## src/rtl/bus_debug_bridge.sv

```systemverilog
// rtl/bus_debug_bridge.sv - UART byte-stream to 16-bit SoC bus debug initiator
//
// Parses host frames ('W' addr16 data16 / 'R' addr16), arbitrates for the
// shared SoC bus, performs one access and returns ACK_BYTE or the read data
// (big-endian). Unknown commands answer NAK_BYTE.
//
// Optional feature macro: BUS_DEBUG_BRIDGE_TIMEOUT_EN
//   When defined, a partial frame idle for TIMEOUT_CYCLES is abandoned with NAK.
//
// Ports:
//   i_clk, i_reset_n           clock, asynchronous active-low reset
//   i_rx_valid, i_rx_data      received byte strobe (no backpressure)
//   o_tx_valid, o_tx_data,
//   i_tx_ready                 response byte stream (valid/ready)
//   o_bus_req, i_bus_gnt       bus arbitration
//   o_bus_addr, o_bus_wdata,
//   o_bus_we, i_bus_rdata      SoC bus (1-cycle read latency)
//   o_overrun                  pulse: an rx byte was dropped
//   o_busy                     frame in progress (state != IDLE)
module bus_debug_bridge #(
    parameter logic [15:0] TIMEOUT_CYCLES = 16'd50000,
    parameter logic [7:0]  ACK_BYTE       = 8'h06,
    parameter logic [7:0]  NAK_BYTE       = 8'h15
) (
    input  logic        i_clk,
    input  logic        i_reset_n,
    input  logic        i_rx_valid,
    input  logic [7:0]  i_rx_data,
    output logic        o_tx_valid,
    output logic [7:0]  o_tx_data,
    input  logic        i_tx_ready,
    output logic        o_bus_req,
    input  logic        i_bus_gnt,
    output logic [15:0] o_bus_addr,
    output logic [15:0] o_bus_wdata,
    output logic        o_bus_we,
    input  logic [15:0] i_bus_rdata,
    output logic        o_overrun,
    output logic        o_busy
);

    localparam logic [7:0] CMD_WRITE = 8'h57;
    localparam logic [7:0] CMD_READ  = 8'h52;

    typedef enum logic [3:0] {
        S_IDLE, S_A_HI, S_A_LO, S_D_HI, S_D_LO, S_REQ, S_ACCESS, S_SAMPLE,
        S_TX_HI, S_TX_LO, S_TX_ACK, S_TX_NAK
    } state_t;

    state_t      state_q;
    logic [7:0]  cmd_q;
    logic [15:0] addr_q;
    logic [15:0] data_q;
    logic        tx_valid_q;
    logic [7:0]  tx_data_q;
    logic        bus_req_q;
    logic [15:0] bus_addr_q;
    logic [15:0] bus_wdata_q;
    logic        bus_we_q;
    logic        overrun_q;
    logic        busy_q;

    logic collecting;
    logic tx_fire;
    logic is_write;
    logic tmo_hit;

    // States in which an rx byte is consumed; anywhere else it is dropped.
    assign collecting = (state_q == S_IDLE) || (state_q == S_A_HI) || (state_q == S_A_LO) ||
                        (state_q == S_D_HI) || (state_q == S_D_LO);
    assign tx_fire    = tx_valid_q && i_tx_ready;
    assign is_write   = (cmd_q == CMD_WRITE);

`ifdef BUS_DEBUG_BRIDGE_TIMEOUT_EN
    logic [15:0] tmo_cnt_q;
    logic        in_frame;

    assign in_frame = collecting && (state_q != S_IDLE);
    assign tmo_hit  = in_frame && !i_rx_valid && (tmo_cnt_q == TIMEOUT_CYCLES - 16'd1);

    // Every exit from a collection state is via a consumed byte or a timeout,
    // both of which clear the counter, so it sits at 0 everywhere else.
    always_ff @(posedge i_clk or negedge i_reset_n) begin
        if (!i_reset_n) begin
            tmo_cnt_q <= 16'd0;
        end else if (!in_frame || i_rx_valid || tmo_hit) begin
            tmo_cnt_q <= 16'd0;
        end else begin
            tmo_cnt_q <= tmo_cnt_q + 16'd1;
        end
    end
`else
    logic unused_timeout;
    assign tmo_hit        = 1'b0;
    assign unused_timeout = ^TIMEOUT_CYCLES;
`endif

    always_ff @(posedge i_clk or negedge i_reset_n) begin
        if (!i_reset_n) begin
            state_q     <= S_IDLE;
            cmd_q       <= 8'd0;
            addr_q      <= 16'd0;
            data_q      <= 16'd0;
            tx_valid_q  <= 1'b0;
            tx_data_q   <= 8'd0;
            bus_req_q   <= 1'b0;
            bus_addr_q  <= 16'd0;
            bus_wdata_q <= 16'd0;
            bus_we_q    <= 1'b0;
            overrun_q   <= 1'b0;
            busy_q      <= 1'b0;
        end else begin
            overrun_q <= i_rx_valid && !collecting;

            if (tmo_hit) begin
                state_q    <= S_TX_NAK;
                tx_valid_q <= 1'b1;
                tx_data_q  <= NAK_BYTE;
            end else begin
                case (state_q)
                    S_IDLE: begin
                        if (i_rx_valid) begin
                            busy_q <= 1'b1;
                            if (i_rx_data == CMD_WRITE || i_rx_data == CMD_READ) begin
                                cmd_q   <= i_rx_data;
                                state_q <= S_A_HI;
                            end else begin
                                state_q    <= S_TX_NAK;
                                tx_valid_q <= 1'b1;
                                tx_data_q  <= NAK_BYTE;
                            end
                        end
                    end
                    S_A_HI: begin
                        if (i_rx_valid) begin
                            addr_q[15:8] <= i_rx_data;
                            state_q      <= S_A_LO;
                        end
                    end
                    S_A_LO: begin
                        if (i_rx_valid) begin
                            addr_q[7:0] <= i_rx_data;
                            if (is_write) begin
                                state_q <= S_D_HI;
                            end else begin
                                state_q   <= S_REQ;
                                bus_req_q <= 1'b1;
                            end
                        end
                    end
                    S_D_HI: begin
                        if (i_rx_valid) begin
                            data_q[15:8] <= i_rx_data;
                            state_q      <= S_D_LO;
                        end
                    end
                    S_D_LO: begin
                        if (i_rx_valid) begin
                            data_q[7:0] <= i_rx_data;
                            state_q     <= S_REQ;
                            bus_req_q   <= 1'b1;
                        end
                    end
                    S_REQ: begin
                        if (i_bus_gnt) begin
                            state_q    <= S_ACCESS;
                            bus_addr_q <= addr_q;
                            if (is_write) begin
                                bus_wdata_q <= data_q;
                                bus_we_q    <= 1'b1;
                            end
                        end
                    end
                    S_ACCESS: begin
                        bus_we_q    <= 1'b0;
                        bus_wdata_q <= 16'd0;
                        if (is_write) begin
                            bus_req_q  <= 1'b0;
                            bus_addr_q <= 16'd0;
                            state_q    <= S_TX_ACK;
                            tx_valid_q <= 1'b1;
                            tx_data_q  <= ACK_BYTE;
                        end else begin
                            state_q <= S_SAMPLE;
                        end
                    end
                    S_SAMPLE: begin
                        // Read mux output is valid one cycle after the address.
                        data_q     <= i_bus_rdata;
                        bus_req_q  <= 1'b0;
                        bus_addr_q <= 16'd0;
                        state_q    <= S_TX_HI;
                        tx_valid_q <= 1'b1;
                        tx_data_q  <= i_bus_rdata[15:8];
                    end
                    S_TX_HI: begin
                        if (tx_fire) begin
                            state_q   <= S_TX_LO;
                            tx_data_q <= data_q[7:0];
                        end
                    end
                    S_TX_LO, S_TX_ACK, S_TX_NAK: begin
                        if (tx_fire) begin
                            state_q    <= S_IDLE;
                            tx_valid_q <= 1'b0;
                            tx_data_q  <= 8'd0;
                            busy_q     <= 1'b0;
                        end
                    end
                    default: begin
                        state_q <= S_IDLE;
                    end
                endcase
            end
        end
    end

    assign o_tx_valid  = tx_valid_q;
    assign o_tx_data   = tx_data_q;
    assign o_bus_req   = bus_req_q;
    assign o_bus_addr  = bus_addr_q;
    assign o_bus_wdata = bus_wdata_q;
    assign o_bus_we    = bus_we_q;
    assign o_overrun   = overrun_q;
    assign o_busy      = busy_q;

endmodule

```

## config.mk

```make
export PLATFORM = sky130hd
export DESIGN_NAME = bus_debug_bridge
export DESIGN_NICKNAME = d
export VERILOG_FILES = /design/src/rtl/bus_debug_bridge.sv
export SDC_FILE = /design/constraint.sdc
export NUM_CORES = 1
export LEC_CHECK = 0
export CAP_MARGIN = 10
export CORE_UTILIZATION = 35
export DETAILED_ROUTE_END_ITERATION = 10
export SETUP_SLACK_MARGIN = 0.5
export SLEW_MARGIN = 20
export SYNTH_ARGS = -nofsm -noshare
export SYNTH_HDL_FRONTEND = slang
export SYNTH_SLANG_ARGS = --single-unit
```

## constraint.sdc

```tcl
create_clock -name i_clk -period 6 [get_ports i_clk]
set_input_delay 1.2 -clock i_clk [delete_from_list [all_inputs] [get_ports i_clk]]
set_output_delay 1.2 -clock i_clk [all_outputs]
set_load 0.05 [all_outputs]
```

==> run_results.csv, run 1 <==
group,metric,value,unit
final_layout,fin_area,0.00495,mm²
outcome,status,"completed",
die,io_pins,74,
clock_network,cts.sinks,89,
clock_network,h-tree-depth,3,
final_layout,fin_nets,431,
synthesis,yosysTopAreaCell,"dfrtp_1",
power,pwr-share-comb,44.7,%
die,rows,37,
setup_path,crit_required,6.24,ns
setup_path,ff2ff_setup_slack,3.63,ns
setup_path,crit_start,"i_rx_data[3]",
sta,final-hold-violation-count,0,
synthesis,yosysSeqAreaShare,57.7,%
clock_network,cts-root-buf,"clkbuf_8",
power,peakVddDrop,0.305,mV
synthesis,synth-edff-count,0,
clock_network,path_clk_slew,0.09,ns
die,dieArea,0.0115,mm²
synthesis,synth.distinct_cells,44,
flow_run,maxCapViolations,0,
setup_path,cp-start-kind,"primary input",
route,ant_nets,0,
power,clkPwrFrac,16.9,%
sta,setup_viol_count_final,0,
setup_path,endpoint,"state_q[1]",
global_routing,grtUsageTotal,18.6,%
sta,max_freq,340,MHz
sta,slew_headroom,50.0,%
global_routing,first_global_vias,2986,
clock_network,clk_path_buf_depth,2,
global_routing,grt_antenna_before_repair,0,
clock_network,insertion_delay,0.36,ns
global_routing,grt_pass1_wl,16200,µm
placement,hpwl,6890,µm
synthesis,synthCells,332,
clock_network,post_cts_buffers,0,
synthesis,synth_area_leaders,"dfrtp_1 58%, a22o_1 8.6%, mux2_2 7.6%",
power,p_sw_share,43.1,%
final_layout,finalCoreUtilization,47.1,%
setup_path,ff2ff_path_depth,5,
placement,dp_slack,2.68,ns
synthesis,syn_nets,361,
synthesis,synth.yosys.warnings,0,
synthesis,netlist.area_leader.share,57.7,%
die,start_util,36.7,%
final_layout,area_delta_synth_final,28.2,%
hold_path,hp-class,"register to register",
route,avgRoutedWirePerCell,18.3,µm
final_layout,final_cell_mix,"89 x dfrtp_1, 72 x clkdlybuf4s50_1, 38 x a22o_1",
sta,period_needed,2.94,ns
sta,tightest_slew,0.749,ns
sta,rsz0062_at_grt,"no",
clock_network,numCtsBuffers,9,
clock_network,cts_resized,0,
route,vias,2892,
route,drcViolationCount,0,
global_routing,overflow,0,
final_layout,drive_above_1_share,14.3,%
power,power.leakage,2.16,nW
setup_path,reg2reg_to,"o_tx_data[1]",
die,core_area,0.0105,mm²
placement,portBuffers,73,
setup_path,arrival,3.18,ns
setup_path,end_kind,"register",
final_layout,diodes,0,
setup_path,path_class,"primary input to register",
power,p_int,1.47,mW
synthesis,synth.avg_cell_area,11.6,µm²
power,switchingPower,1.11,mW
power,p_seq_share,38.4,%
die,die_h,107,µm
final_layout,final.fill_count,980,
power,power.density,521,mW/mm²
clock_network,cts_tree,"built",
route,wl,9920,µm
setup_path,crit_fanout,5,
sta,setup_slack,3.06,ns
sta,drv_slew,0,
setup_path,reg2reg_from,"state_q[2]",
synthesis,ys_ff_latch,89,
global_routing,grt_max_degree,48,
placement,placed_cell_area,0.00473,mm²
synthesis,synth_area,0.00386,mm²
sta,clock_skew,0.0152,ns
placement,place.gp.congestion,0.864,
sta,fin_crit_sh,49.0,%
die,die_x,107,µm
sta,tns,0,ns
final_layout,final_common_cell,"dfrtp_1",
route,vias_per_cell,5.33,
route,drt_pass1_iterations,4,
route,drt_iter0_drc,200,
synthesis,synth_ff_type,"dfrtp_1",
clock_network,cts_hold_buf,0,
sta,holdWs,0.469,ns
synthesis,synthArstFlopShare,100,%
==> cell type report <==
cell class | instances | area, µm² | area share [%]
clock buffer | 10 | 138 | 2.78
clock inverter | 6 | 73.8 | 1.49
inverter | 4 | 15.0 | 0.303
multi-input combinational | 222 | 1560 | 31.6
sequential | 89 | 2230 | 45.0
tap | 136 | 170 | 3.44
timing repair buffer | 76 | 763 | 15.4
==> stage by stage <==
stage	instances	power, mW
6_report	543	2.58
2_1_floorplan	332	1.77
5_1_grt	543	2.74
4_1_cts	543	2.59
3_3_place_gp	526	2.13
3_5_place_dp	527	2.15
==> cell usage after synthesis, types with 4 or more instances <==
master and number:
dfrtp_1 89, a22o_1 38, nor2_1 31, a21oi_1 29
mux2_2 26, nand2_1 18, o21ai_0 15, nor2b_1 12
clkbuf_1 9, mux2i_1 8, buf_2 6, inv_1 4
nand2b_1 4, nand3_1 4, or2_2 4
==> power groups by stage <==
stage	Clock [mW]	Sequential (mW)	Combinational, mW
global route	0.477	1.02	1.24
floorplan	0	1.22	0.557
CTS	0.447	0.990	1.15
detailed placement	0	0.996	1.15
finish	0.437	0.991	1.15
global placement	0	1.00	1.13
==> worst min-delay path by stage <==
stage / from / to / slack (ns) / cells after the start
global placement: cmd_q[6] / cmd_q[6] / 0.45 / 1
global route: cmd_q[6] / cmd_q[6] / 0.50 / 1
finish: cmd_q[6] / cmd_q[6] / 0.47 / 1
CTS: cmd_q[6] / cmd_q[6] / 0.47 / 1
detailed placement: cmd_q[6] / cmd_q[6] / 0.45 / 1
floorplan: cmd_q[6] / cmd_q[6] / 0.43 / 1
==> critical path: stages <==
cell             delay, ns
clkdlybuf4s50_1       0.54
nor4bb_1              0.37
nand4b_1              0.32
and3_1                0.29
a211o_1               0.26
a22o_1                0.20
==> per-layer routing <==
metal  vias to the layer above  global-route usage [%]  wire length (µm)
met5                         -                       0                 0
met4                         0                    7.05               157
met3                        15                    4.19               541
met2                        87                    27.0              4310
met1                      1439                    26.9              4910
li1                       1351                       -                 -
==> state kept, by name (all words and copies together) (netlist names) <==
signal,count
o_tx_valid,1
o_tx_data,8
o_busy,1
o_bus_wdata,16
cmd_q,8
state_q,4
o_bus_req,1
o_overrun,1
addr_q,16
o_bus_addr,16
data_q,16
o_bus_we,1
==> logic make-up after synthesis <==
logic type / count (synthesis) / synth area share (%)
compound gates: 100 / 18.2
xor+xnor: 1 / 0.227
flops: 89 / 57.7
fa+ha+maj: 1 / 0.259
mux: 34 / 9.66
simple gates: 86 / 11.8
buf+inv: 21 / 2.24
Power figures use the tool's default switching activity.
==> run 2, diff against run 1 <==
==> constraint.sdc (replaced) <==
create_clock -name i_clk -period 3.05 [get_ports i_clk]
set_input_delay 0.61 -clock i_clk [delete_from_list [all_inputs] [get_ports i_clk]]
set_output_delay 0.61 -clock i_clk [all_outputs]
set_load 0.05 [all_outputs]
==> run 2 against run 1 <==
Compared with the run above: first-iteration DRC count shrank 9.5%; sequential share of layout area is 0.14 points higher; clock-buffer cell count unchanged; utilization shrank 0.14 points; die area is the same; flip-flop and latch count is the same; critical endpoint is now o_tx_data[0].
==> run_results.csv, run 2 (synthesized netlist as in run 1, its figures left out) <==
group,metric,value,unit
final_layout,final_cell_mix,"89 x dfrtp_1, 72 x clkdlybuf4s50_1, 38 x a22o_1",
clock_network,numCtsBuffers,9,
setup_path,path_depth,5,
setup_path,crit_required,3.29,ns
power,power.density,1010,mW/mm²
sta,tns,0,ns
final_layout,area_delta_synth_final,27.8,%
global_routing,grtUsageTotal,18.2,%
die,io_pins,74,
clock_network,path_clk_slew,0.09,ns
global_routing,grt_max_degree,90,
final_layout,fin_cells,545,
final_layout,seq_area,0.00223,mm²
final_layout,final.fill_count,1001,
clock_network,h-tree-depth,3,
clock_network,cts_tree,"built",
clock_network,cts-root-buf,"clkbuf_8",
clock_network,insertion_delay,0.36,ns
route,drt_iter0_drc,181,
setup_path,path_class,"register to register",
route,wl_met3,586,µm
route,vias_per_cell,5.32,
final_layout,finalCoreUtilization,47.0,%
sta,rsz0062_at_grt,"no",
route,highest_layer,"met4",
sta,final-hold-violation-count,0,
setup_path,cpPeakStageDelay,0.72,ns
die,rows,37,
die,start_util,36.7,%
sta,fin_crit_sh,76.9,%
flow_run,maxCapViolations,0,
clock_network,cts.sinks,89,
setup_path,cp-start-kind,"register",
global_routing,grt_pass1_wl,15900,µm
final_layout,fin_nets,433,
global_routing,grt_antenna_before_repair,0,
setup_path,path_cells,"nand2b_1, o32ai_1, a31o_2, nor3_4, mux2_2",
route,drt_pass1_iterations,4,
die,core_area,0.0105,mm²
die,die_x,107,µm
hold_path,hp-class,"primary input to async pin",
setup_path,cpLargestDelayFamily,"simple AND/OR/NAND/NOR gates",
placement,place.gp.congestion,0.873,
global_routing,overflow,0,
placement,hpwl,6660,µm
setup_path,arrival,2.59,ns
power,power.leakage,2.15,nW
final_layout,diodes,0,
route,avgRoutedWirePerCell,17.7,µm
route,ant_nets,0,
sta,slew_headroom,48.8,%
outcome,status,"completed",
route,vias,2898,
clock_network,clk_path_buf_depth,2,
sta,setup_viol_count_final,0,
route,drcViolationCount,0,
die,dieArea,0.0115,mm²
setup_path,crit_fanout,20,
final_layout,drive_above_1_share,15.2,%
final_layout,final_common_cell,"dfrtp_1",
setup_path,end_kind,"register",
power,peakVddDrop,0.623,mV
setup_path,ff2ff_path_depth,5,
route,wl,9630,µm
sta,clock_skew,0.0146,ns
route,wl_met1,4680,µm
global_routing,first_global_vias,2982,
placement,placed_cells,529,
die,die_h,107,µm
sta,tightest_slew,0.768,ns
setup_path,path_buf_inv,0,
placement,portBuffers,73,
final_layout,multi_input_area,0.00156,mm²
sta,max_freq,427,MHz
setup_path,slowest_stage,"dfrtp_1",
sta,period_needed,2.34,ns
sta,drv_slew,0,
route,wl_met2,4270,µm
[run 2: changes by cell type in the layout (fill, tap and decap cells not counted)]
cell | before | now
nor3_2 | 0 | 1
o21ai_1 | 1 | 0
clkinv_4 | 3 | 2
nor2_4 | 2 | 1
buf_4 | 3 | 5
nor2_1 | 29 | 28
inv_6 | 2 | 3
clkinv_2 | 0 | 1
nor3_4 | 2 | 1
o21ai_2 | 0 | 1
bufinv_16 | 1 | 0
nor2_2 | 1 | 3
[run 2: final timing paths]
path	slack, ns	end	startpoint
setup / recovery	0.71	o_tx_data[0]	state_q[2]
hold / removal	0.26	o_bus_req	i_reset_n
setup reg to reg	0.71	o_tx_data[0]	state_q[2]
hold reg to reg	0.48	cmd_q[4]	cmd_q[4]
max in group asynchronous	2.41	o_bus_addr[12]	i_reset_n
min in group i_clk	0.48	cmd_q[4]	cmd_q[4]
[run 2: layout make-up]
cell class | count | area share, %
Clock buffer | 10 | 2.79
Multi-Input combinational cell | 222 | 31.6
Tap cell | 136 | 3.45
Sequential cell | 89 | 45.1
Clock inverter | 6 | 0.989
Inverter | 4 | 0.304
Timing Repair Buffer | 78 | 15.8
[run 2: per-stage QoR]
| stage | area [µm²] | setup WS [ns] | hold slack [ns] | total power [mW] |
|---|---|---|---|---|
| 4_1_cts | 4930 | 0.722 | 0.305 | 5.01 |
| 3_5_place_dp | 4750 | 0.378 | 0.454 | 4.23 |
| 6_report | 4930 | 0.706 | 0.262 | 4.98 |
| 5_1_grt | 4930 | 0.539 | 0.290 | 5.30 |
| 3_3_place_gp | 4740 | 0.406 | 0.447 | 4.20 |
| 2_1_floorplan | 3860 | 1.03 | 0.314 | 3.49 |
[run 2: report_power, final]
group	switching [mW]	internal (mW)	total [mW]
sequential	0.351	1.59	1.94
combinational	1.38	0.896	2.27
clock	0.438	0.329	0.767
[run 2: timing repair]
item	in CTS	in global routing
gates resized for setup	0	1
hold endpoints to repair	0	0
hold buffers	0	0
buffers inserted	0	0
setup endpoints to repair	0	6
[run 2: metal layers]
| layer | vias to the layer above | global-route usage [%] |
|---|---|---|
| met5 | - | 0 |
| met4 | 0 | 5.97 |
| met3 | 10 | 3.77 |
| met2 | 97 | 27.0 |
| met1 | 1444 | 26.6 |
| li1 | 1347 | - |
